### src/rtl/ewrapper_tx_word_packer.sv
// Core-clock word packer ahead of the eLink TX serializer: buffers 8-byte words,
// transposes them into the 9-channel x 8-slot layout, and tracks mid-frame underruns.
module ewrapper_tx_word_packer #(
    parameter int DEPTH = 4,
    parameter int CNT_W = 8
) (
    input  logic              CLK,
    input  logic              RESET,
    input  logic              TX_ENABLE,
    input  logic [63:0]       DATA_IN,
    input  logic [7:0]        FRAME_IN,
    input  logic              IN_VALID,
    output logic              IN_READY,
    output logic [71:0]       DATA_OUT_TO_IO,
    output logic              FIFO_EMPTY,
    output logic              UNDERRUN,
    output logic [CNT_W-1:0]  UNDERRUN_CNT,
    input  logic              UNDERRUN_CLR
);

    localparam int PTR_W = $clog2(DEPTH);
    localparam int CW    = $clog2(DEPTH + 1);
    localparam logic [CW-1:0] FULL_CNT = CW'(DEPTH);

    // Entries hold the raw word as {FRAME_IN, DATA_IN}; transposition happens on read.
    logic [71:0]       mem [DEPTH];
    logic [PTR_W-1:0]  wr_ptr;
    logic [PTR_W-1:0]  rd_ptr;
    logic [CW-1:0]     count;
    logic [CW-1:0]     count_next;
    logic              last_frame;
    logic              wr_en;
    logic              rd_en;
    logic              underrun_evt;

    // Handshake: a word transfers on a rising edge where IN_VALID and IN_READY are
    // both 1; the source must hold DATA_IN/FRAME_IN stable while IN_READY is 0.
    assign wr_en        = IN_VALID & IN_READY;
    assign rd_en        = TX_ENABLE & ~FIFO_EMPTY;
    assign underrun_evt = TX_ENABLE & FIFO_EMPTY & last_frame;

    always_comb begin
        count_next = count;
        if (wr_en && !rd_en) begin
            count_next = count + 1'b1;
        end else if (rd_en && !wr_en) begin
            count_next = count - 1'b1;
        end
    end

    // Channel c carries bit c of every byte, slot 0 in the MSB; channel 8 is frame.
    function automatic logic [71:0] transpose(input logic [71:0] raw);
        logic [71:0] t;
        t = '0;
        for (int s = 0; s < 8; s++) begin
            for (int b = 0; b < 8; b++) begin
                t[8*b + 7 - s] = raw[8*s + b];
            end
            t[71 - s] = raw[64 + s];
        end
        return t;
    endfunction

    always_ff @(posedge CLK) begin
        if (wr_en) begin
            mem[wr_ptr] <= {FRAME_IN, DATA_IN};
        end
    end

    always_ff @(posedge CLK or posedge RESET) begin
        if (RESET) begin
            wr_ptr         <= '0;
            rd_ptr         <= '0;
            count          <= '0;
            IN_READY       <= 1'b0;
            FIFO_EMPTY     <= 1'b1;
            DATA_OUT_TO_IO <= '0;
            last_frame     <= 1'b0;
            UNDERRUN       <= 1'b0;
            UNDERRUN_CNT   <= '0;
        end else begin
            if (wr_en) begin
                wr_ptr <= wr_ptr + 1'b1;
            end
            if (rd_en) begin
                rd_ptr <= rd_ptr + 1'b1;
            end
            count      <= count_next;
            IN_READY   <= (count_next != FULL_CNT);
            FIFO_EMPTY <= (count_next == '0);

            // An idle cycle always closes the frame, so one starvation counts once.
            if (rd_en) begin
                DATA_OUT_TO_IO <= transpose(mem[rd_ptr]);
                last_frame     <= mem[rd_ptr][71];
            end else begin
                DATA_OUT_TO_IO <= '0;
                last_frame     <= 1'b0;
            end

            if (UNDERRUN_CLR) begin
                UNDERRUN     <= 1'b0;
                UNDERRUN_CNT <= '0;
            end else if (underrun_evt) begin
                UNDERRUN <= 1'b1;
                if (UNDERRUN_CNT != {CNT_W{1'b1}}) begin
                    UNDERRUN_CNT <= UNDERRUN_CNT + 1'b1;
                end
            end
        end
    end

endmodule

### config.mk
export PLATFORM = sky130hd
export DESIGN_NAME = ewrapper_tx_word_packer
export DESIGN_NICKNAME = d
export VERILOG_FILES = /design/src/rtl/ewrapper_tx_word_packer.sv
export SDC_FILE = /design/constraint.sdc
export NUM_CORES = 1
export LEC_CHECK = 0
export BUFFER_PORTS_ARGS = -buffer_cell sky130_fd_sc_hd__buf_2
export CORE_UTILIZATION = 62
export DETAILED_ROUTE_END_ITERATION = 7
export PLACE_DENSITY = 0.93
export SLEW_MARGIN = 10
export SYNTH_ARGS = -nofsm -noshare
export SYNTH_HDL_FRONTEND = slang
export SYNTH_SLANG_ARGS = --single-unit
export TNS_END_PERCENT = 1
### constraint.sdc
create_clock -name CLK -period 6.1 [get_ports CLK]
set_input_delay 1.22 -clock CLK [delete_from_list [all_inputs] [get_ports CLK]]
set_output_delay 1.22 -clock CLK [all_outputs]
set_load 0.05 [all_outputs]
Word level (Yosys, flattened, before mapping)
Memories as Yosys holds them, arrays and structs flattened.
Cells that the tools add are included.

storage, ports and cells
  register bits = 91
  memory bits (writable) = 288
  input bits = 77
  word-level logic and storage cells = 41
  memories kept = 1

memories
  memory  depth  bits a word  rd ports  clocked after memory_dff  wr ports  RTL line  RTL
  mem     4      72           1         0                         1         26        logic [71:0] mem [DEPTH];

operators by class
  $add $sub $neg = 5
  equality and inequality tests = 2
  multiplexer cells = 11
  bitwise gates (word level) = 5
  reduce and logical (&&, ||, !) cells = 8

operator list
  operator             number
  $mux 72              1
  $mux 8               3
  $add 8x1->8 const B  1
  $ne 8x8->1 const B   1
  $mux 3               2
  $mux 1               5
  $add 2x1->2 const B  2
  $and 1x1->1          4
  $reduce_bool 2->1    2
  $add 3x1->3 const B  1
  $logic_not 3->1      1
  $ne 3x3->1 const B   1
  $sub 3x1->3 const B  1
  $logic_and 1x1->1    2
  $logic_not 1->1      2
  $reduce_and 2->1     1
  $not 1->1            1

Depth between registers and ports, before layout
Gate-level depths: netlist of run 1.

  depth after elaboration = 6
  depth in mapped cells = 6
  gate-level depth less buffers = 6

Worst setup path before layout of run 1
Ideal clock, no wire load.

  path type = in2reg
  start point = input IN_VALID
  end point = memory mem[0][0] (enable)
  library setup time = 0.438 ns
  arrival = 3.085 ns
  data required time = 5.662 ns
  setup slack = 2.576 ns
  cell stages on the path = 2
  cells stage by stage = buf_4 > and3_1

between the ends
  word-level cells in the longest chain between the ends = 3

ends and longest elaborated chain
  item                          RTL line  RTL
  from (decl)                   12        input logic IN_VALID,
  $and 1x1->1                   38        assign wr_en = IN_VALID & IN_READY;
  $mux 1                        65        if (wr_en) begin
  $mux 1 (not written as such)  66        mem[wr_ptr] <= {FRAME_IN, DATA_IN};
  to (decl)                     26

No other way between the ends.

Worst setup path in the final report of run 1
  start point = register rd_ptr[0]
  end point = register DATA_OUT_TO_IO[2]

between the ends
  word-level cells in the longest chain between the ends = 2

ends and longest elaborated chain
  item                    RTL line  RTL
  from (decl)             28        logic [PTR_W-1:0] rd_ptr;
  from (signal assigned)  86        rd_ptr <= rd_ptr + 1'b1;
  $mem_v2 4x72            n/a
  $mux 72                 93        if (rd_en) begin
  to (signal assigned)    94        DATA_OUT_TO_IO <= transpose(mem[rd_ptr]);
  to (decl)               14        output logic [71:0] DATA_OUT_TO_IO,

No other way between the ends.
A chain may end at the register's enable or synchronous reset.

==> flow_summary.ini, run 1 <==
[status]
outcome = finished, final reports clean

[layout]
seq_area_mm2 = 0.0109
num-nets-final = 890
mostFrequentLayoutCells = 288 x edfxtp_1, 159 x buf_2, 87 x dfrtp_1
final_layout_size_suffix_gt1_share_pct = 36.6
n_fill_cell = 1189
mostFrequentLayoutCell = edfxtp_1
syn2layout_area_growth_pct = 16.1
multi_input_area_mm2 = 0.00266

[clocking]
clk_latency_ps = 530
clk_pin_slew_ps = 60
clock_path_buffers = 3
root_buffer = clkbuf_16
cts_buffers = 36
postCtsSetupBuffers = 0
tritoncts = yes
clock_sinks = 378
cts_max_level = 2
ctsHoldBuffers = 0
cts-resized-gates = 0

[synthesis]
synth.yosys.warnings = 0
syn_inst = 637
syn-num-nets = 721
syn_area_per_cell_um2 = 21.5
ys_seq_area_share_pct = 79.5
synth.ff_latch_count = 378
netlist_area_mm2 = 0.0137
synthFlopType = edfxtp_1
yosysUniqueCellTypes = 44
synth-edff-count = 288
synth_async_sr_flop_share_pct = 23.8

[global_routing]
grt_max_degree = 74
grt_overflow = 0
met1_usage_pct = 32.8
antenna_found_initial = 7
grt_pass1_wl_um = 41200
met2_usage_pct = 43.3
use_met3_pct = 5.12
grt_pass1_vias = 6872
top_usage_layer = met2
gr-usage-all-layers_pct = 25.6

[timing]
slew_headroom_pct = 25.3
finalCritPeriodShare_pct = 42.9
hold_viol = 0
period_needed_ps = 2620
rsz0062_at_grt = no
fmax_ghz = 0.382
max_slew.worst_pin.slew_ps = 1120
finalSetupViolCount = 0
whs_ps = 528
maxSlewViolCount = 0
finalClockSkew_ps = 13.9
fin_tns_setup_ps = 0

[power_and_ir_drop]
power_density_mw_per_mm2 = 516
p_leak_nw = 6.02
ir_drop_uv = 369

[detailed_routing]
drc = 0
ant_nets = 0
drt-pass1-iter-count = 5
drt_wl_total_um = 27700
routed_via_density = 5.87
vias = 6576
drtIter0Drc = 585
wire_per_inst_um = 24.7

[setup_path]
cp-end-kind = flip-flop
startpoint_type = flip-flop
path_class = reg2reg
cp_max_fo = 54
worst_ep_required_time_ps = 6500
worstPathArrival_ps = 3020

[flow_run]
max_cap_viol_count = 0

[hold_path]
hold_class = reg2reg

[die]
ioPinCount = 160
fp.coreArea_mm2 = 0.0218
rows = 54
die_area_mm2 = 0.0227
initial_core_util_pct = 63.0
die_x_um = 151
die_h_um = 151

[placement]
hpwlAfterDp_um = 14600
globalplace.congestion = 0.761
io_buffer_count = 159
power breakdown:
| part | total [mW] | internal, mW | switching [mW] |
|---|---|---|---|
| logic | 2.19 | 0.834 | 1.35 |
| clock network | 2.17 | 1.24 | 0.928 |
| registers | 3.86 | 3.45 | 0.411 |
| total | 8.21 | 5.52 | 2.69 |
logic make-up (layout without fill, tap and decap cells):
logic type,Yosys count,after routing,share of synthesized area (%)
xor gates and xnor gates,6,6,0.383
AOI/OAI and AO/OA,20,20,0.994
muxes,75,75,12.1
other,0,7,0
adders and majority gates,7,7,0.639
buffers and inverters,38,235,1.35
and+or+nand+nor,113,113,5.06
DFF,378,378,79.5
stage by stage:
step	util (%)	area [um2]	total power, mW	cells	setup WS [ps]
finish	73.2	15900	8.21	1121	3480
global route	73.2	15900	8.50	1119	3240
CTS	73.1	15900	8.26	1114	3390
detailed placement	67.9	14800	6.04	1048	3130
global placement	67.9	14800	5.95	1048	3200
floorplan	-	13700	5.47	637	2550
worst max-delay path, cell delays in order, from the launching register on:
cell	delay, ps
dfrtp_4	1150
buf_4	540
mux4_2	580
and2_1	200
path summary, 6_finish.rpt:
kind,start,endpoint,slack [ps],cells past startpoint
min reg2reg,UNDERRUN,UNDERRUN,530,2
min,UNDERRUN,UNDERRUN,530,2
max in group asynchronous,RESET,rd_ptr[0],4140,3
max reg2reg,rd_ptr[0],DATA_OUT_TO_IO[2],3480,3
min in group asynchronous,RESET,DATA_OUT_TO_IO[5],720,2
max,rd_ptr[0],DATA_OUT_TO_IO[2],3480,3
cells in the mapped netlist, types with 2 or more instances:
cell      instances  area [um2]
edfxtp_1        288        8650
dfrtp_1          89        2230
and2_1           72         450
mux4_2           72        1620
clkbuf_1         10        37.5
buf_4             9        67.6
nor2_1            8        30.0
and3_1            7        43.8
ha_1              7        87.6
inv_1             7        26.3
buf_2             6        30.0
nand3_1           6        30.0
a21oi_1           5        25.0
buf_1             5        18.8
nand2_1           5        18.8
o21ai_0           4        20.0
xnor2_1           4        35.0
a31o_2            2        17.5
a31oi_1           2        12.5
nand4_1           2        12.5
nor3_1            2        10.0
o211ai_1          2        15.0
xor2_1            2        17.5
per-layer routing:
metal | part of all wire, % | vias to the layer above
met5 | 0 | -
met3 | 6.6 | 66
met4 | 4.0 | 0
met2 | 53 | 314
met1 | 37 | 3361
li1 | - | 2835
state kept, by name, summed over array words and instances (netlist names):
name,cells
wr_ptr,2
mem,288
count,3
UNDERRUN,1
DATA_OUT_TO_IO,71
UNDERRUN_CNT,8
FIFO_EMPTY,1
rd_ptr,2
IN_READY,1
last_frame,1
layout make-up:
class	instances	area share, %
clock inverters	12	0.574
repair buffers	162	5.14
inverters	7	0.181
diodes	7	0.110
flip-flops and latches	378	68.5
well taps	280	2.20
clock buffers	54	6.59
multi-input cells	221	16.7
No activity file was read; power rests on OpenSTA's default activity.
==> run 2: changes to the inputs <==
CORE_UTILIZATION = 58   (was 62)
PLACE_DENSITY = 0.88   (was 0.93)
clock period = 2.49 ns   (was 6.1 ns; I/O delays follow)
==> flow_summary.ini, run 2 (synthesis gave the netlist of run 1 again) <==
[global_routing]
grt_pass1_vias = 6924
grt_max_degree = 47
grt_pass1_wl_um = 39000
grt_overflow = 0
gr-usage-all-layers_pct = 21.9
antenna_found_initial = 2

[layout]
reg_top3 = mem (288), DATA_OUT_TO_IO (71), UNDERRUN_CNT (8)
num-nets-final = 909
syn2layout_area_growth_pct = 18.6
instances_no_fill = 1167
largest_reg_flops = 288
largest_register = mem
mostFrequentLayoutCells = 288 x edfxtp_1, 159 x buf_2, 87 x dfrtp_1
mostFrequentLayoutCell = edfxtp_1
postLayoutCellArea_mm2 = 0.0163
antenna_cells = 0
final_layout_size_suffix_gt1_share_pct = 37.7

[power_and_ir_drop]
p_total_mw = 20.4
power_density_mw_per_mm2 = 1250
ir_drop_uv = 832
p_leak_nw = 6.17

[setup_path]
crit_cells = 1
timing.critical_path.buf_inv = 1
r2r-end = FIFO_EMPTY
path_class = reg2out
startpoint = IN_READY
cp-endpoint = IN_READY
r2r_setup_slack_ps = 710
critical_path.slowest_cell = dfrtp_1
cp-end-kind = output pin
cp_max_fo = 11
worst_ep_required_time_ps = 1990
max_stage_delay_ps = 540
cp_cell_sequence = buf_2
worstRegToRegCells = 6
r2r-start = count[0]
worstPathArrival_ps = 1400
startpoint_type = flip-flop
path_delay_family = flip-flops

[timing]
max_slew.worst_pin.slew_ps = 617
hold_viol = 0
rsz0062_at_grt = no
period_needed_ps = 1900
maxSlewViolCount = 0
finalCritPeriodShare_pct = 76.3
whs_ps = 59.7
finalClockSkew_ps = 20.6
fmax_ghz = 0.527
slew_headroom_pct = 58.8
fin_tns_setup_ps = 0
finalSetupViolCount = 0

[clocking]
cts-resized-gates = 0
clock_sinks = 378
cts_max_level = 2
postCtsSetupBuffers = 0
root_buffer = clkbuf_16
clk_latency_ps = 530
clock_path_buffers = 3
clk_pin_slew_ps = 70
cts_buffers = 37
ctsHoldBuffers = 0
tritoncts = yes

[detailed_routing]
wire_per_inst_um = 21.7
drtIter0Drc = 422
routed_via_density = 5.61
ant_nets = 0
drt_wl_total_um = 25300
drc = 0
vias = 6552
drt-pass1-iter-count = 4

[die]
die_x_um = 156
ioPinCount = 160
fp.coreArea_mm2 = 0.0229
die_h_um = 156
rows = 55
die_area_mm2 = 0.0243
initial_core_util_pct = 59.9

[placement]
hpwlAfterDp_um = 15200
globalplace.congestion = 0.741
placed_area_mm2 = 0.0151
dp.cells = 1099
io_buffer_count = 159

[hold_path]
hold_class = in2async

[flow_run]
max_cap_viol_count = 0

[status]
outcome = finished, final reports clean
run 2: cell types whose count changed in the layout (fill, tap and decap cells not counted), moves of 2 or more:
cell / change
buf_12: +11
buf_4: +7
bufinv_16: +2
clkbuf_1: +2
clkbuf_8: -3
clkinv_2: -2
clkinv_8: +2
diode_2: -7
run 2: power breakdown:
part,total [mW],internal (mW),switching [mW]
combinational,5.94,2.28,3.65
clock,5.43,3.18,2.25
sequential,8.99,8.42,0.574
total,20.4,13.9,6.48
run 2: how the worst min path moves through the flow:
stage / to / slack (ps)
after floorplan: wr_ptr[0] / 500
after global placement: UNDERRUN / 480
after detailed placement: UNDERRUN / 500
after CTS: DATA_OUT_TO_IO[71] / 70
after global routing: DATA_OUT_TO_IO[71] / 100
final: DATA_OUT_TO_IO[71] / 60
run 2: per-stage QoR:
step           util, %  worst slack, ps
5_1_grt           71.0              523
3_3_place_gp      65.8              698
3_5_place_dp      65.8              680
2_1_floorplan        -             -528
4_1_cts           71.0              581
6_report          71.0              591
run 2: per-layer routing:
metal,wire length (um),GRT usage [%]
met1,10200,28.8
met5,10,0
met4,563,6.30
met2,13100,37.7
met3,1450,4.06
run 2: layout make-up:
cell class / instances / area, um2
well taps: 313 / 392
multi-input cells: 221 / 2660
repair buffers: 180 / 1090
clock inverters: 15 / 176
clock buffers: 53 / 1020
fillers: 1368 / 6650
flip-flops and latches: 378 / 10900
inverters: 7 / 28.8
